**src/rtl/fmul_round.sv**
```systemverilog
`default_nettype none
// ============================================================================
// Module      : fmul_round
// Description : Normalise-and-round stage that follows the binary32
//               significand multiplier. It takes the sign, the raw biased
//               exponents and the 48-bit significand product. It produces a
//               packed binary32 result with overflow and underflow flags.
//               Two pipeline registers (A: normalise, B: round/classify)
//               with valid/ready on both sides.
// Revision    : 1.0 - initial release
// ----------------------------------------------------------------------------
// Ports
//   clk        in   1   clock, rising edge
//   rstn       in   1   asynchronous active-low reset
//   in_valid   in   1   upstream offers an operand set
//   in_ready   out  1   stage accepts the offered operand set
//   in_s       in   1   result sign
//   in_e1/e2   in   8   raw biased operand exponents
//   in_prod    in   48  24x24 significand product, hidden bits included
//   in_zero    in   1   an operand is zero/denormal
//   out_valid  out  1   y/ovf/unf hold a result
//   out_ready  in   1   downstream consumes the result
//   y          out  32  packed result {sign, exp, frac}
//   ovf        out  1   result overflowed to infinity
//   unf        out  1   result underflowed, flushed to zero
// ============================================================================
module fmul_round (
  input  logic        clk,
  input  logic        rstn,
  input  logic        in_valid,
  output logic        in_ready,
  input  logic        in_s,
  input  logic [7:0]  in_e1,
  input  logic [7:0]  in_e2,
  input  logic [47:0] in_prod,
  input  logic        in_zero,
  output logic        out_valid,
  input  logic        out_ready,
  output logic [31:0] y,
  output logic        ovf,
  output logic        unf
);

  localparam logic [9:0] c_BIAS    = 10'd127;
  localparam logic [9:0] c_EXP_MAX = 10'd255;
  localparam logic [9:0] c_EXP_MIN = 10'd0;

  // --------------------------------------------------------------------------
  // Handshake / stall control
  // --------------------------------------------------------------------------
  logic r_a_valid;
  logic r_b_valid;
  logic w_b_free;
  logic w_a_adv;
  logic w_in_xfer;

  // B can take a new item when it is empty or is being drained this cycle.
  assign w_b_free  = ~r_b_valid | out_ready;
  assign w_a_adv   = r_a_valid & w_b_free;
  // Combinational path from out_ready: keeps full throughput under flow.
  assign in_ready  = ~r_a_valid | w_b_free;
  assign w_in_xfer = in_valid & in_ready;

  // --------------------------------------------------------------------------
  // Stage A: exponent sum and normalisation
  // --------------------------------------------------------------------------
  logic [9:0]  w_exp_sum;
  logic [9:0]  w_a_exp_nxt;
  logic [22:0] w_a_frac_nxt;
  logic        w_a_guard_nxt;
  logic        w_a_sticky_nxt;
  logic        w_a_inf_nxt;

  // Two's-complement 10-bit arithmetic; the range -127..384 fits comfortably.
  assign w_exp_sum = {2'b00, in_e1} + {2'b00, in_e2} - c_BIAS;

  always_comb begin
    w_a_exp_nxt    = w_exp_sum;
    w_a_frac_nxt   = in_prod[45:23];
    w_a_guard_nxt  = in_prod[22];
    w_a_sticky_nxt = |in_prod[21:0];
    if (in_prod[47]) begin
      // Product in [2,4): shift right by one and bump the exponent.
      w_a_exp_nxt    = w_exp_sum + 10'd1;
      w_a_frac_nxt   = in_prod[46:24];
      w_a_guard_nxt  = in_prod[23];
      w_a_sticky_nxt = |in_prod[22:0];
    end
  end

  assign w_a_inf_nxt = (in_e1 == 8'hFF) | (in_e2 == 8'hFF);

  logic        r_a_s;
  logic        r_a_zero;
  logic        r_a_inf;
  logic [9:0]  r_a_exp;
  logic [22:0] r_a_frac;
  logic        r_a_guard;
  logic        r_a_sticky;

  always_ff @(posedge clk or negedge rstn) begin
    if (!rstn) begin
      r_a_valid <= 1'b0;
    end else if (w_in_xfer) begin
      r_a_valid <= 1'b1;
    end else if (w_a_adv) begin
      r_a_valid <= 1'b0;
    end
  end

  always_ff @(posedge clk or negedge rstn) begin
    if (!rstn) begin
      r_a_s      <= 1'b0;
      r_a_zero   <= 1'b0;
      r_a_inf    <= 1'b0;
      r_a_exp    <= 10'd0;
      r_a_frac   <= 23'd0;
      r_a_guard  <= 1'b0;
      r_a_sticky <= 1'b0;
    end else if (w_in_xfer) begin
      r_a_s      <= in_s;
      r_a_zero   <= in_zero;
      r_a_inf    <= w_a_inf_nxt;
      r_a_exp    <= w_a_exp_nxt;
      r_a_frac   <= w_a_frac_nxt;
      r_a_guard  <= w_a_guard_nxt;
      r_a_sticky <= w_a_sticky_nxt;
    end
  end

  // --------------------------------------------------------------------------
  // Stage B: round to nearest even, then classify
  // --------------------------------------------------------------------------
  logic        w_inc;
  logic [23:0] w_sum;
  logic [9:0]  w_exp_fin;
  logic [22:0] w_frac_fin;
  logic [31:0] w_y;
  logic        w_ovf;
  logic        w_unf;

  // Round up above half, or at exactly half when the LSB is odd.
  assign w_inc      = r_a_guard & (r_a_sticky | r_a_frac[0]);
  assign w_sum      = {1'b0, r_a_frac} + {23'd0, w_inc};
  // A carry out of the fraction leaves frac = 0 (1.111.. + ulp = 10.000..).
  assign w_frac_fin = w_sum[22:0];
  assign w_exp_fin  = r_a_exp + {9'd0, w_sum[23]};

  always_comb begin
    w_y   = {r_a_s, w_exp_fin[7:0], w_frac_fin};
    w_ovf = 1'b0;
    w_unf = 1'b0;
    if (r_a_zero) begin
      w_y = {r_a_s, 31'h0};
    end else if (r_a_inf || ($signed(w_exp_fin) >= $signed(c_EXP_MAX))) begin
      // NaN inputs land here too: they are not distinguished from infinity.
      w_y   = {r_a_s, 8'hFF, 23'h0};
      w_ovf = 1'b1;
    end else if ($signed(w_exp_fin) <= $signed(c_EXP_MIN)) begin
      // No denormal outputs: flush to signed zero.
      w_y   = {r_a_s, 31'h0};
      w_unf = 1'b1;
    end
  end

  logic [31:0] r_y;
  logic        r_ovf;
  logic        r_unf;

  always_ff @(posedge clk or negedge rstn) begin
    if (!rstn) begin
      r_b_valid <= 1'b0;
    end else if (w_a_adv) begin
      r_b_valid <= 1'b1;
    end else if (out_ready) begin
      r_b_valid <= 1'b0;
    end
  end

  // Result registers only load on an advance, so they hold during a stall.
  always_ff @(posedge clk or negedge rstn) begin
    if (!rstn) begin
      r_y   <= 32'h0;
      r_ovf <= 1'b0;
      r_unf <= 1'b0;
    end else if (w_a_adv) begin
      r_y   <= w_y;
      r_ovf <= w_ovf;
      r_unf <= w_unf;
    end
  end

  assign out_valid = r_b_valid;
  assign y         = r_y;
  assign ovf       = r_ovf;
  assign unf       = r_unf;

endmodule
`default_nettype wire

```
**config.mk**
```make
export PLATFORM = sky130hd
export DESIGN_NAME = fmul_round
export DESIGN_NICKNAME = d
export VERILOG_FILES = /design/src/rtl/fmul_round.sv
export SDC_FILE = /design/constraint.sdc
export NUM_CORES = 1
export LEC_CHECK = 0
export CAP_MARGIN = 30
export CORE_MARGIN = 2
export CORE_UTILIZATION = 51
export DETAILED_ROUTE_END_ITERATION = 12
export PLACE_DENSITY = 0.86
export REMOVE_ABC_BUFFERS = 1
export SYNTH_ARGS = -nofsm -noshare
export SYNTH_HDL_FRONTEND = slang
export SYNTH_SLANG_ARGS = --single-unit
```
**constraint.sdc**
```tcl
create_clock -name clk -period 4.8 [get_ports clk]
set_input_delay 0.96 -clock clk [delete_from_list [all_inputs] [get_ports clk]]
set_output_delay 0.96 -clock clk [all_outputs]
set_load 0.02 [all_outputs]
```
* Word-level counts from Yosys, hierarchy flattened
Index checks and enable logic that the tools add are counted.
** Storage, ports and cells
- Bits in registers :: 74
- Bits in latches :: 0
- Bits in writable memories :: 0
- ROM bits :: 0
- Bits of input ports :: 70
- Output and inout port bits :: 36
- Logic and storage cells :: 51
- Memories kept :: 0
** Cells by class
- Add/subtract/negate cells :: 5
- Multipliers :: 0
- Div/mod/pow operators :: 0
- Order comparisons :: 2
- Eq/ne operators :: 2
- Shift operators :: 0
- Multiplexer cells :: 16
- Bitwise gates (word level) :: 9
- Reductions and logical operators :: 5
** Operator list (count)
- $mux 31 :: 3
- $add 23x1->24 :: 1
- $mux 23 :: 1
- $reduce_or 23->1 :: 1
- $reduce_or 22->1 :: 1
- $eq 8x8->1 const B :: 2
- $mux 1 :: 11
- $add 10x1->10 :: 1
- $add 10x1->10 const B :: 1
- $ge 10x9->1 const B :: 1
- $le 10x1->1 const B :: 1
- $mux 10 :: 1
- $sub 9x7->10 const B :: 1
- $add 8x8->9 :: 1
- $or 1x1->1 :: 4
- $reduce_bool 2->1 :: 2
- $and 1x1->1 :: 3
- $not 1->1 :: 2
- $logic_or 1x1->1 :: 1

* Logic depth before layout (Yosys ltp)
- Depth after elaboration :: 8
- Depth in mapped cells :: 16
- Mapped depth without buffers :: 15

* Worst setup path before layout
OpenSTA, ideal clock, no wires.
- Path type :: flip-flop to flip-flop
- Start point :: reg r_a_frac[0]
- End point :: reg r_y[13], in the netlist y[13]
- Library setup time :: 0.074 ns
- Arrival :: 3.677 ns
- Required time :: 4.726 ns
- Slack :: 1.049 ns
- Cell stages (with the launch flop) :: 17
- Buffers on the path :: 1
- Period minus slack after synthesis :: 3.751 ns
- Path through :: dfrtp_1 > o21a_1 > ha_1 > nand2_1 > nor4_1 > inv_1 > nor3_1 > and3_1 > ha_1 > ha_1 > and4_1 > and3_1 > a2111oi_0 > and4_1 > or4_4 > buf_6 > o21ai_2
** Between the ends
- Cells in the longest elaborated chain, start to end :: 8
- Elaborated cells on any way between the ends :: 10
- Classes of those cells :: add/sub (2); order compare (2); mux (3); bitwise (2); reduce/logical (1)
** RTL lines
- start: declaration :: line 97 : logic [22:0] r_a_frac;
- start signal: assignment :: line 125 : r_a_frac <= w_a_frac_nxt;
- $or 1x1->1 :: line 143 : assign w_inc = r_a_guard & (r_a_sticky | r_a_frac[0]);
- $and 1x1->1 :: line 143
- $add 23x1->24 (*) :: line 144 : assign w_sum = {1'b0, r_a_frac} + {23'd0, w_inc};
- $add 10x1->10 :: line 147 : assign w_exp_fin = r_a_exp + {9'd0, w_sum[23]};
- $le 10x1->1 or $ge 10x9->1 (tied branches) :: line 159, 155
- $mux 31 or $logic_or 1x1->1 (tied branches) :: line 159, 155
- $mux 31 (*) :: line 155 : end else if (r_a_inf || ($signed(w_exp_fin) >= $signed(c_EXP_MAX))) begin
- $mux 31 (*) :: line 153 : if (r_a_zero) begin
- end signal: assignment :: line 187 : r_y <= w_y;
- end: declaration :: line 166 : logic [31:0] r_y;
Every way passes the cells marked *; elsewhere a longest branch is shown, timed or not.
A chain may end at the register's enable or synchronous reset.

* Worst setup path after layout
- Start point :: reg r_a_frac[0]
- End point :: reg r_y[3], in the netlist y[3]
Same word-level chain as after synthesis.

==> results.md <==
- The data arrival at the endpoint of the critical path is 4440 ps.
- The path depth of the worst reg2reg path is 16.
- The total number of H-tree levels is 3.
- The design area is 5870 µm².
- The number of different library cells used by synthesis comes to 51.
- Summing all placed instances gives a cell area of 5600 µm².
- 0 antenna diodes ended up in the layout.
- The final routed DRC violation total is 0.
- The number of buffers inserted by port buffering is 105.
- For the final routed database, the setup TNS stands at 0 ps.
- Following the worst setup path forward leads to its endpoint at y[3]$_DFFE_PN0P_.
- The final layout contains between 600 and 700 nets.
- Setup repair after global routing left no endpoint under its margin.
- The total routing usage reported by global routing is between 20 and 25%.
- The worst pin sits at a relative slew slack of 39.4%.
- The antenna violation net count after detailed routing is 0.
- The kind of launch point of the worst setup path is a flip-flop.
- The HPWL reported at the end of detailed placement is 7840 µm.
- The synthesized netlist cell count is 497.
- The synthesis-to-layout area growth is 29.8%.
- The ratio of total power to cell area is 357 nW/µm².
- The worst setup path is captured at a flip-flop.
- The synthesized netlist occupies a cell area of 4520 µm².
- At the pin with the least slew margin, the transition time is ~910 ps.
- The cell count after placement is 689.
- The number of I/O pins is between 100 and 150.
- For flop-to-flop paths, the worst setup slack is 620 ps.
- The maximum resistive drop on vdd is 0.000172 V.
- Yosys printed 0 warnings.
- Yosys mapped a number of flops with a built-in enable equal to 0.
- The leading area contributor after synthesis is dfrtp_1.
- The congestion estimate from routability-driven global placement came to 0.871.
- The clock insertion delay at the later pin of the skew report is 350 ps.
- The total iterations of the first detailed-routing run is 4.
- For this run, asynchronously set or reset flops after synthesis account for 100%.
- For this run, the top clock speed supported by timing is roughly 240 MHz.
- The static leakage is ~2.5 nW.
- The final-report hold violation count is 0.
- In the layout the commonest cells are clkdlybuf4s50_1 (103), nand2_1 (84), dfrtp_1 (74).
- The number of gates given a new drive strength after cts is 0.
- Of the post-synthesis cell area, the dominant cell type holds 40.9%.
- The post-synthesis average cell area is approximately 9.1 µm².
- Post-CTS timing repair inserted 0 buffers for setup.
- The maximum clock insertion buffer count is 2.
- The starting density of the core is a little over half.
- The first global-routing pass estimated 17,700 µm of wire.
- The register bit count reported by yosys is 74.
- The capturing point of the worst reg2reg path is y[3]$_DFFE_PN0P_.
- Cells fill 67.7% of the core in the end.
- The routed wirelength normalized by instance count is roughly 15 µm.
- The tree is rooted in a clkbuf_8.
- In this run, the number of DRC markers left after iteration 0 of detailed routing was 222.
- The worst setup path is of the reg -> reg kind.
- TritonCTS built the clock tree.
- After synthesis, flip-flops and latches occupy 40.9% of the total area.
- Row generation in the floorplan step produced 34 rows.
- The startpoint of the most critical register-to-register path is r_a_frac[0]$_DFFE_PN0P_.
- The final cycle utilization of the critical path is 87.0%.
- The max-slew violation count was 0.
- Of all nets on the critical path, the largest fanout is 23.
- The flow ran to the end, and the final reports show no timing, DRC or antenna violations.
- The core region is 8680 µm².
- Across the whole layout, storage elements account for 1850 µm².
- The final setup violation count is 0.
- After clock tree synthesis, the clock-pin slew on the worst setup and hold paths is about 80 ps.
- The setup slack of the critical path after layout is 622 ps.
- After global routing the overflow that remains totals 0.
- The class of the tightest hold or removal check is reg -> reg.
- The per-cell via count in the routed design is around 5.7.
- The via count of the first global-routing pass is 3,878.
- The final critical delay including setup and external delays is between 4000 and 5000 ps.
- The most frequently used flop master after synthesis is dfrtp_1.
- The pre-CTS setup slack is a little under 700 ps.
- The final cell count without fillers is 706.
- The share of layout cells above drive strength 1 is between 8 and 9%.
- From left edge to right edge, the die measures 98.2 µm.
- The number of fill cells is 702.
- The number of max-capacitance violations reported is 0.
- The total of hold buffers inserted after clock tree synthesis is 0.
- The aggregate routed wire length is 10,500 µm.
- The initial antenna violation count is 0.
- At the worst endpoint, the required time is ~5100 ps.
- Buffers inserted during clock tree synthesis total 9.
- The routed layout has 4,009 vias.
- The tree built by TritonCTS fans out to 74 sinks.
- Between clock sinks in the finished design, the worst skew comes to 6.65 ps.
- The floorplan step defined a die boundary enclosing 9640 µm².
- The commonest non-fill, non-tap cell in the layout is clkdlybuf4s50_1.
- The floorplan step set the die height to 98.2 µm.
- Entering global routing, the biggest net connects 75 pins.
- Ranked by total cell area, the synthesized netlist is headed by dfrtp_1 (41%), nand2_1 (7.1%), ha_1 (5.8%).
- Tracing the worst setup path back leads to its startpoint at r_a_frac[0]$_DFFE_PN0P_.
- The multi-input gate area in the final layout is 2470 µm².
-- metrics by stage --
| step | hold WS, ps | power [W] |
|---|---|---|
| 4_1_cts | 483 | 0.00210 |
| 3_5_place_dp | 465 | 0.00151 |
| 5_1_grt | 505 | 0.00222 |
| 2_1_floorplan | 433 | 0.00122 |
| 3_3_place_gp | 446 | 0.00148 |
| 6_report | 480 | 0.00210 |
-- synthesized netlist by cell type, types with 2 or more instances --
library cell / number
or4_1: 2
o21ai_0: 47
buf_1: 3
o31ai_1: 2
o21ai_2: 20
o211ai_1: 3
buf_4: 2
mux2_2: 2
clkbuf_1: 12
a21oi_1: 4
mux2i_1: 25
and2_1: 2
xor2_1: 24
xnor2_1: 16
nor4_1: 11
nor2_1: 26
nand3_2: 2
a31oi_1: 3
buf_6: 3
o311ai_0: 3
a2111oi_0: 2
nand3_1: 19
o221ai_1: 2
nor3_1: 11
nand2b_1: 5
or2_2: 2
and3_1: 3
nand2_1: 85
and4_1: 3
buf_2: 4
a211oi_1: 3
nand4_1: 14
ha_1: 21
inv_1: 21
dfrtp_1: 74
-- per-layer routing --
metal	global-route usage (%)	routed length, µm	share of wire [%]	vias up
met4	8.54	237	2.3	0
met3	4.15	496	4.7	20
met2	39.6	5450	52	132
li1	-	-	-	1949
met1	27.2	4290	41	1908
met5	0	0	0	-
-- area by class of cell --
type | count | area share [%]
inverters | 21 | 1.34
clock buffers | 12 | 2.47
well taps | 108 | 2.30
multi-input cells | 378 | 42.1
clock inverters | 4 | 1.68
flip-flops and latches | 74 | 31.5
repair buffers | 109 | 18.6
-- how the worst min path moves through the flow --
stage / start / end / slack [ps] / depth (start not counted)
2_1_floorplan: r_a_s$_DFFE_PN0P_ / y[31]$_DFFE_PN0P_ / 430 / 2
3_3_place_gp: r_a_s$_DFFE_PN0P_ / y[31]$_DFFE_PN0P_ / 450 / 2
3_5_place_dp: y[18]$_DFFE_PN0P_ / y[18]$_DFFE_PN0P_ / 470 / 2
4_1_cts: y[8]$_DFFE_PN0P_ / y[8]$_DFFE_PN0P_ / 480 / 2
5_1_grt: y[18]$_DFFE_PN0P_ / y[18]$_DFFE_PN0P_ / 500 / 2
6_report: y[6]$_DFFE_PN0P_ / y[6]$_DFFE_PN0P_ / 480 / 2
-- critical path, cell delays in order (launching register included) --
cell       delay (ps)
dfrtp_1           380
o21a_1            130
ha_1              190
nand2_1           100
nor4_1            310
buf_4             200
inv_1              40
nor3_1            260
and3_1            230
ha_1              150
ha_1              240
and4_1            290
a2111oi_0         150
nor3_1            350
o31ai_1           140
or4_4             650
o21ai_0           260
-- state kept, by name, summed over array words and instances, names as in the netlist --
register / count
r_a_exp: 10
out_valid: 1
r_a_frac: 23
r_a_s: 1
ovf: 1
y: 32
r_a_inf: 1
r_a_zero: 1
r_a_sticky: 1
r_a_valid: 1
r_a_guard: 1
unf: 1
-- cells by family after synthesis --
family,Yosys count,share of synthesized area (%)
AOI/OAI and AO/OA,97,14.2
and+or+nand+nor,192,20.4
DFF,74,40.9
muxes,27,6.03
xor gates and xnor gates,40,7.74
adders and majority gates,22,6.25
buffers and inverters,45,4.51
-- where the power goes --
part           internal [W]  switching, W  total [W]
sequential         0.000736      0.000129   0.000865
clock              0.000361      0.000227   0.000588
combinational      0.000306      0.000337   0.000644
total               0.00140      0.000694    0.00210
(Power assumes the default switching activity.)
